==> src/rtl/wb_master_pkg.sv <==
// wb_master_pkg: shared encodings, FSM state and lane helpers for the Wishbone master port.
package wb_master_pkg;

  localparam logic [1:0] SIZE_BYTE  = 2'd0;
  localparam logic [1:0] SIZE_HALF  = 2'd1;
  localparam logic [1:0] SIZE_WORD  = 2'd2;
  localparam logic [1:0] SIZE_DWORD = 2'd3;

  typedef enum logic [1:0] {
    ERR_OK       = 2'd0,
    ERR_BUS      = 2'd1,
    ERR_MISALIGN = 2'd2,
    ERR_TIMEOUT  = 2'd3
  } wb_err_e;

  typedef enum logic [1:0] {
    ST_IDLE = 2'd0,
    ST_BUSY = 2'd1,
    ST_DONE = 2'd2
  } wb_state_e;

  // Byte-select mask for an access of 2^size bytes at a byte offset within the bus word.
  function automatic logic [7:0] sel_mask(input logic [1:0] size, input logic [2:0] offset);
    logic [7:0] base;
    case (size)
      SIZE_BYTE: base = 8'h01;
      SIZE_HALF: base = 8'h03;
      SIZE_WORD: base = 8'h0F;
      default:   base = 8'hFF;
    endcase
    return base << offset;
  endfunction

  // Natural alignment check; a dword can never be issued on a 32-bit bus.
  function automatic logic misaligned(input logic [1:0] size, input logic [2:0] offset,
                                      input logic bus64);
    logic mis;
    case (size)
      SIZE_BYTE: mis = 1'b0;
      SIZE_HALF: mis = offset[0];
      SIZE_WORD: mis = |offset[1:0];
      default:   mis = !bus64 || (|offset);
    endcase
    return mis;
  endfunction

endpackage

==> src/rtl/wb_lane_steer.sv <==
// wb_lane_steer: combinational byte-lane steering; shifts store data onto its lanes and
// extracts/extends load data. Shared with the instruction-fetch port.
module wb_lane_steer
  import wb_master_pkg::*;
#(
  parameter int unsigned DATA_WIDTH = 32
) (
  input  logic [$clog2(DATA_WIDTH/8)-1:0] st_offset_i,
  input  logic [DATA_WIDTH-1:0]           st_data_i,
  output logic [DATA_WIDTH-1:0]           st_data_o,
  input  logic [$clog2(DATA_WIDTH/8)-1:0] ld_offset_i,
  input  logic [1:0]                      ld_size_i,
  input  logic                            ld_signed_i,
  input  logic [DATA_WIDTH-1:0]           ld_data_i,
  output logic [DATA_WIDTH-1:0]           ld_data_o
);

  logic [DATA_WIDTH-1:0] shifted_c;
  logic [DATA_WIDTH-1:0] mask_c;
  logic                  sign_c;

  assign st_data_o = st_data_i << {st_offset_i, 3'b000};
  assign shifted_c = ld_data_i >> {ld_offset_i, 3'b000};

  // Field mask and sign bit of the loaded quantity after it is moved to lane 0.
  always_comb begin
    mask_c = '1;
    sign_c = shifted_c[DATA_WIDTH-1];
    case (ld_size_i)
      SIZE_BYTE: begin
        mask_c = DATA_WIDTH'(8'hFF);
        sign_c = shifted_c[7];
      end
      SIZE_HALF: begin
        mask_c = DATA_WIDTH'(16'hFFFF);
        sign_c = shifted_c[15];
      end
      SIZE_WORD: begin
        mask_c = DATA_WIDTH'(32'hFFFF_FFFF);
        sign_c = shifted_c[31];
      end
      default: ;
    endcase
  end

  assign ld_data_o = (shifted_c & mask_c) | ((ld_signed_i && sign_c) ? ~mask_c : '0);

endmodule

==> src/rtl/wb_master_port.sv <==
// wb_master_port: Wishbone classic master issuing one registered bus cycle per load/store.
// Define WB_MASTER_TIMEOUT_EN to abort cycles left unanswered for TIMEOUT_CYCLES.
module wb_master_port
  import wb_master_pkg::*;
#(
  parameter int unsigned DATA_WIDTH     = 32,
  parameter int unsigned ADDR_WIDTH     = 32,
  parameter int unsigned TIMEOUT_CYCLES = 255
) (
  input  logic                    clk_i,
  input  logic                    rst_n_i,
  input  logic [ADDR_WIDTH-1:0]   transaction_addr_i,
  input  logic [DATA_WIDTH-1:0]   transaction_data_i,
  input  logic [1:0]              transaction_size_i,
  input  logic                    transaction_signed_i,
  input  logic                    transaction_we_i,
  input  logic                    transaction_start_i,
  input  logic                    transaction_clear_ready_i,
  output logic                    transaction_ready_o,
  output logic [1:0]              transaction_error_o,
  output logic [DATA_WIDTH-1:0]   transaction_data_o,
  output logic [ADDR_WIDTH-1:0]   wb_addr_o,
  output logic [DATA_WIDTH-1:0]   wb_data_o,
  output logic [DATA_WIDTH/8-1:0] wb_sel_o,
  output logic                    wb_we_o,
  output logic                    wb_stb_o,
  output logic                    wb_cyc_o,
  input  logic [DATA_WIDTH-1:0]   wb_data_i,
  input  logic                    wb_ack_i,
  input  logic                    wb_err_i
);

  localparam int unsigned SEL_WIDTH = DATA_WIDTH / 8;
  localparam int unsigned OFF_W     = $clog2(SEL_WIDTH);

  wb_state_e             state_q, state_d;
  wb_err_e               err_q, err_d;
  logic [ADDR_WIDTH-1:0] addr_q, addr_d;
  logic [DATA_WIDTH-1:0] wdata_q, wdata_d, rdata_q, rdata_d;
  logic [SEL_WIDTH-1:0]  sel_q, sel_d;
  logic                  we_q, we_d, stb_q, stb_d, ready_q, ready_d;
  logic [OFF_W-1:0]      off_q, off_d;
  logic [1:0]            size_q, size_d;
  logic                  sgn_q, sgn_d;
  logic [OFF_W-1:0]      req_off_c;
  logic                  req_mis_c;
  logic                  bus_end_c;
  logic [DATA_WIDTH-1:0] st_data_c, ld_data_c;

  assign req_off_c = transaction_addr_i[OFF_W-1:0];
  assign req_mis_c = misaligned(transaction_size_i, 3'(req_off_c), DATA_WIDTH == 64);

  wb_lane_steer #(.DATA_WIDTH(DATA_WIDTH)) u_lane_steer (
    .st_offset_i (req_off_c),
    .st_data_i   (transaction_data_i),
    .st_data_o   (st_data_c),
    .ld_offset_i (off_q),
    .ld_size_i   (size_q),
    .ld_signed_i (sgn_q),
    .ld_data_i   (wb_data_i),
    .ld_data_o   (ld_data_c)
  );

`ifdef WB_MASTER_TIMEOUT_EN
  localparam int unsigned CNT_W = (TIMEOUT_CYCLES > 255) ? 16 : 8;
  logic [CNT_W-1:0] cnt_q, cnt_d;
  logic             timeout_c;
  assign timeout_c = (cnt_q == CNT_W'(TIMEOUT_CYCLES - 1));
  assign bus_end_c = wb_err_i || wb_ack_i || timeout_c;
`else
  logic unused_timeout_cfg;
  assign unused_timeout_cfg = (TIMEOUT_CYCLES != 0);
  assign bus_end_c = wb_err_i || wb_ack_i;
`endif

  // Next-state and next-register values.
  always_comb begin
    state_d = state_q;
    err_d   = err_q;
    addr_d  = addr_q;
    wdata_d = wdata_q;
    rdata_d = rdata_q;
    sel_d   = sel_q;
    we_d    = we_q;
    stb_d   = stb_q;
    ready_d = ready_q;
    off_d   = off_q;
    size_d  = size_q;
    sgn_d   = sgn_q;
`ifdef WB_MASTER_TIMEOUT_EN
    cnt_d   = cnt_q;
`endif
    case (state_q)
      ST_BUSY: begin
        if (bus_end_c) begin
          state_d = ST_DONE;
          stb_d   = 1'b0;
          we_d    = 1'b0;
          sel_d   = '0;
          ready_d = 1'b1;
          rdata_d = '0;
          if (wb_err_i) begin
            err_d = ERR_BUS;
          end else if (wb_ack_i) begin
            err_d = ERR_OK;
            if (!we_q) rdata_d = ld_data_c;
          end
`ifdef WB_MASTER_TIMEOUT_EN
          else begin
            err_d = ERR_TIMEOUT;
          end
        end else begin
          cnt_d = cnt_q + 1'b1;
`endif
        end
      end
      default: begin
        // IDLE and DONE both accept; start takes priority over clear.
        if (transaction_start_i) begin
          ready_d = 1'b0;
          if (req_mis_c) begin
            state_d = ST_DONE;
            ready_d = 1'b1;
            err_d   = ERR_MISALIGN;
            rdata_d = '0;
          end else begin
            state_d = ST_BUSY;
            addr_d  = {transaction_addr_i[ADDR_WIDTH-1:OFF_W], OFF_W'(0)};
            wdata_d = st_data_c;
            sel_d   = SEL_WIDTH'(sel_mask(transaction_size_i, 3'(req_off_c)));
            we_d    = transaction_we_i;
            stb_d   = 1'b1;
            off_d   = req_off_c;
            size_d  = transaction_size_i;
            sgn_d   = transaction_signed_i;
`ifdef WB_MASTER_TIMEOUT_EN
            cnt_d   = '0;
`endif
          end
        end else if (state_q == ST_DONE && transaction_clear_ready_i) begin
          state_d = ST_IDLE;
          ready_d = 1'b0;
        end
      end
    endcase
  end

  always_ff @(posedge clk_i or negedge rst_n_i) begin
    if (!rst_n_i) begin
      state_q <= ST_IDLE;
      err_q   <= ERR_OK;
      addr_q  <= '0;
      wdata_q <= '0;
      rdata_q <= '0;
      sel_q   <= '0;
      we_q    <= 1'b0;
      stb_q   <= 1'b0;
      ready_q <= 1'b0;
      off_q   <= '0;
      size_q  <= '0;
      sgn_q   <= 1'b0;
`ifdef WB_MASTER_TIMEOUT_EN
      cnt_q   <= '0;
`endif
    end else begin
      state_q <= state_d;
      err_q   <= err_d;
      addr_q  <= addr_d;
      wdata_q <= wdata_d;
      rdata_q <= rdata_d;
      sel_q   <= sel_d;
      we_q    <= we_d;
      stb_q   <= stb_d;
      ready_q <= ready_d;
      off_q   <= off_d;
      size_q  <= size_d;
      sgn_q   <= sgn_d;
`ifdef WB_MASTER_TIMEOUT_EN
      cnt_q   <= cnt_d;
`endif
    end
  end

  assign transaction_ready_o = ready_q;
  assign transaction_error_o = err_q;
  assign transaction_data_o  = rdata_q;
  assign wb_addr_o           = addr_q;
  assign wb_data_o           = wdata_q;
  assign wb_sel_o            = sel_q;
  assign wb_we_o             = we_q;
  assign wb_stb_o            = stb_q;
  assign wb_cyc_o            = stb_q;

endmodule

==> config.mk <==
export PLATFORM = sky130hd
export DESIGN_NAME = wb_master_port
export DESIGN_NICKNAME = d
export VERILOG_FILES = /design/src/rtl/wb_master_pkg.sv /design/src/rtl/wb_lane_steer.sv /design/src/rtl/wb_master_port.sv
export SDC_FILE = /design/constraint.sdc
export NUM_CORES = 1
export LEC_CHECK = 0
export BUFFER_PORTS_ARGS = -buffer_cell sky130_fd_sc_hd__buf_4
export CAP_MARGIN = 20
export CORE_MARGIN = 2
export CORE_UTILIZATION = 40
export CTS_CLUSTER_SIZE = 12
export DETAILED_ROUTE_END_ITERATION = 10
export HOLD_SLACK_MARGIN = 0.02
export PLACE_DENSITY_LB_ADDON = 0.15
export SYNTH_ARGS = -nofsm -noshare
export SYNTH_HDL_FRONTEND = slang
export SYNTH_SLANG_ARGS = --single-unit
export TNS_END_PERCENT = 30
==> constraint.sdc <==
create_clock -name clk_i -period 1.9 [get_ports clk_i]
set_input_delay 0.095 -clock clk_i [delete_from_list [all_inputs] [get_ports clk_i]]
set_output_delay 0.095 -clock clk_i [all_outputs]
set_load 0.01 [all_outputs]
==> run summary <==
Status - finished, final reports clean
Post-route ant nets - 0
Top-count cell post-synth - dfrtp_1
Die W - 118 µm
Syn Area/Cell - 11.9 µm²
TritonCTS Buffers - 9
Wirelength per Cell - 17.3 µm
DP Cell Count - 804
DIE HEIGHT - 118 µm
Hpwl dp - 10,800 µm
Setup crit end kind - flip-flop
Vias in the first global route - 4,642
Tcrit/Tclk final - 0.948
Total Power - 7900 µW
Seq/Total Area, Yosys - 0.526
Setup crit start kind - input pin
Data required, critical path - 2.19 ns
Core area - 12,600 µm²
Largest net degree at the start of global routing - 66
Initial core utilization - 0.411
Cell Int Power - 5540 µW
Total wire length - 15,000 µm
Combinational share of power - 0.334
H-tree Lvls - 3
Root Buffer - clkbuf_16
Synth Instances - 435
Clock tree from TritonCTS - done
Filler instances - 1,063
Die area - 13,900 µm²
Leak Pwr - 0.00376 µW
Synth top area share - 0.526
Maximum achievable frequency - 0.555 GHz
Clock latency on the worst-skew pair - 0.35 ns
Final cell count without fillers - 867
Ranking of synthesized cells by area - dfrtp_1 53%, mux2_2 12%, mux2i_1 4.6%
Finish-stage setup viols - 0
IO buf count - 209
DRC - 0
Hold/Removal Path Class - in -> reg
Worst clock skew - 0.0110 ns
DR iter-0 viols - 319
Yosys reg bits - 109
Synth area leader - dfrtp_1
Fin nets - 796
Antenna Cells - 0
RSZ-0062 raised after global routing - false
Synth cell types - 44
Grt ovf - 0
IO Count - 212
Switching power - 2360 µW
Setup TNS - 0 ns
Clock sinks - 109
Post-synth EDFFs - 0
Placement Setup Slack - -0.0883 ns
Sequential Power Share - 0.396
Primary FF master, synth - dfrtp_1
Max-slew violations - 0
MaxCap Viol Count - 0
Via/cell ratio - 5.18
Cell Rows - 41
Worst Max-Slew Pin Slew - 0.807 ns
DR vias - 4,493
GR Util All Layers - 0.217
Sw Ratio - 0.298
CP Max Fanout - 18
FFs w/ async S/R, synth - 1.00
Cell Area, Synth - 5180 µm²
Clock share of power - 0.270
Longest Clk Path Bufs - 2
Final hold vios - 0
Ys Warns - 0
Min Tclk post-route - 1.80 ns
PnR worst setup slack - 0.0981 ns
Relative slew slack - 0.460
Final Core Density - 0.621
Max VDD drop - 511 µV
CP Class - in -> reg
Commonest cells post-synth - 109 x dfrtp_1, 55 x mux2_2, 40 x nand2_1, 33 x o21ai_0, 25 x a21oi_1
Antenna violations before repair - 0
P per Cell Area - 1010 nW/µm²
Area growth, synth to finish - 51.0%
Router iterations before antenna repair - 4
Share of cells above drive strength 1 - 0.468
CTS clk-pin slew, worst paths - 0.07 ns
Worst Path Arrival - 2.09 ns
First-pass GRT wire length - 24,200 µm
RD Place Congestion - 0.797
[area by class of cell]
cell class | count | area (µm²) | area share
tap | 172 | 215 | 0.0275
multi-input combinational | 290 | 2270 | 0.289
inverter | 4 | 15.0 | 0.00192
clock buffer | 13 | 280 | 0.0358
sequential | 109 | 2730 | 0.348
timing repair buffer | 276 | 2260 | 0.289
clock inverter | 3 | 65.1 | 0.00831
[per-stage QoR]
stage | area [µm²] | hold slack (ns)
2_1_floorplan | 5190 | -0.201
3_3_place_gp | 7000 | 0.124
3_5_place_dp | 7000 | 0.130
4_1_cts | 7830 | 0.0206
5_1_grt | 7830 | 0.0376
6_report | 7830 | 0.0343
[final timing paths]
kind                                            start                     end  slack, ns  cells after the start
worst min-delay path            transaction_size_i[1]               size_q[1]       0.03                      2
min in group asynchronous                     rst_n_i  transaction_data_o[22]       0.29                      2
max in group asynchronous                     rst_n_i            wb_addr_o[9]       1.01                      3
worst max register to register             state_q[1]   transaction_data_o[7]       0.12                      5
worst min register to register          wb_data_o[15]           wb_data_o[15]       0.48                      2
worst max-delay path                         wb_err_i   transaction_data_o[7]        0.1                      7
[kinds of logic (layout without fill, tap and decap cells)]
family,Yosys count,after routing,synth area share
AOI/OAI and AO/OA,121,121,0.164
DFF,109,109,0.526
muxes,86,86,0.187
and+or+nand+nor,80,80,0.0801
buffers and inverters,37,296,0.0403
other,1,2,0.000723
xor gates and xnor gates,1,1,0.00169
[worst max-delay path, cell delays in order]
cell and delay, ns:
dlygate4sd3_1 0.55, buf_4 0.14, or2_2 0.30, mux2_4 0.30
o21ai_2 0.31, buf_12 0.23, a22o_1 0.15
[what timing repair did]
action | CTS | global route
pin swaps | 1 | 0
cloned | 0 | 0
buffers inserted | 1 | 0
gates resized for setup | 0 | 1
endpoints found under the hold margin | 84 | 0
hold buffers | 46 | 0
setup endpoints to repair | 16 | 30
[cells in the final DEF, fill, tap and decap left out, types with 2 or more instances in the layout]
master and n:
nor3b_2 2, o21ai_0 33, nor2b_1 10, a221o_1 10, nor2_1 11, clkbuf_16 9
a21oi_1 25, o31ai_1 9, buf_4 224, nor2_2 3, nand2b_1 3, conb_1 2
bufinv_16 2, dlygate4sd3_1 46, nor3_1 3, inv_1 4, or2_2 2, dfrtp_1 109
a211oi_1 8, a21o_1 2, clkbuf_8 4, buf_12 6, mux2_4 2, mux2_2 55
a221o_2 6, mux2i_1 24, nand2_1 40, a22o_1 14, mux2_1 3, o2bb2ai_1 7
[metal layers]
layer	wire, µm	global-route usage	up-vias
met4	294	0.0753	0
li1	-	-	2099
met3	964	0.0543	21
met1	6510	0.275	2221
met5	0	0	-
met2	7270	0.360	152
[flip-flops by register name (all words and copies together) (netlist names)]
register             flops
transaction_data_o      32
wb_data_o               32
wb_addr_o               30
wb_sel_o                 4
off_q                    2
size_q                   2
state_q                  2
transaction_error_o      2
sgn_q                    1
wb_cyc_o                 1
wb_we_o                  1
[power by group through the flow]
stage	registers [µW]	logic [µW]	clock network [µW]
3_3_place_gp	3130	2540	0
4_1_cts	3120	2650	2170
2_1_floorplan	3310	1110	0
3_5_place_dp	3160	2570	0
6_report	3130	2640	2130
5_1_grt	3190	2850	2250
Power figures use the tool's default switching activity.
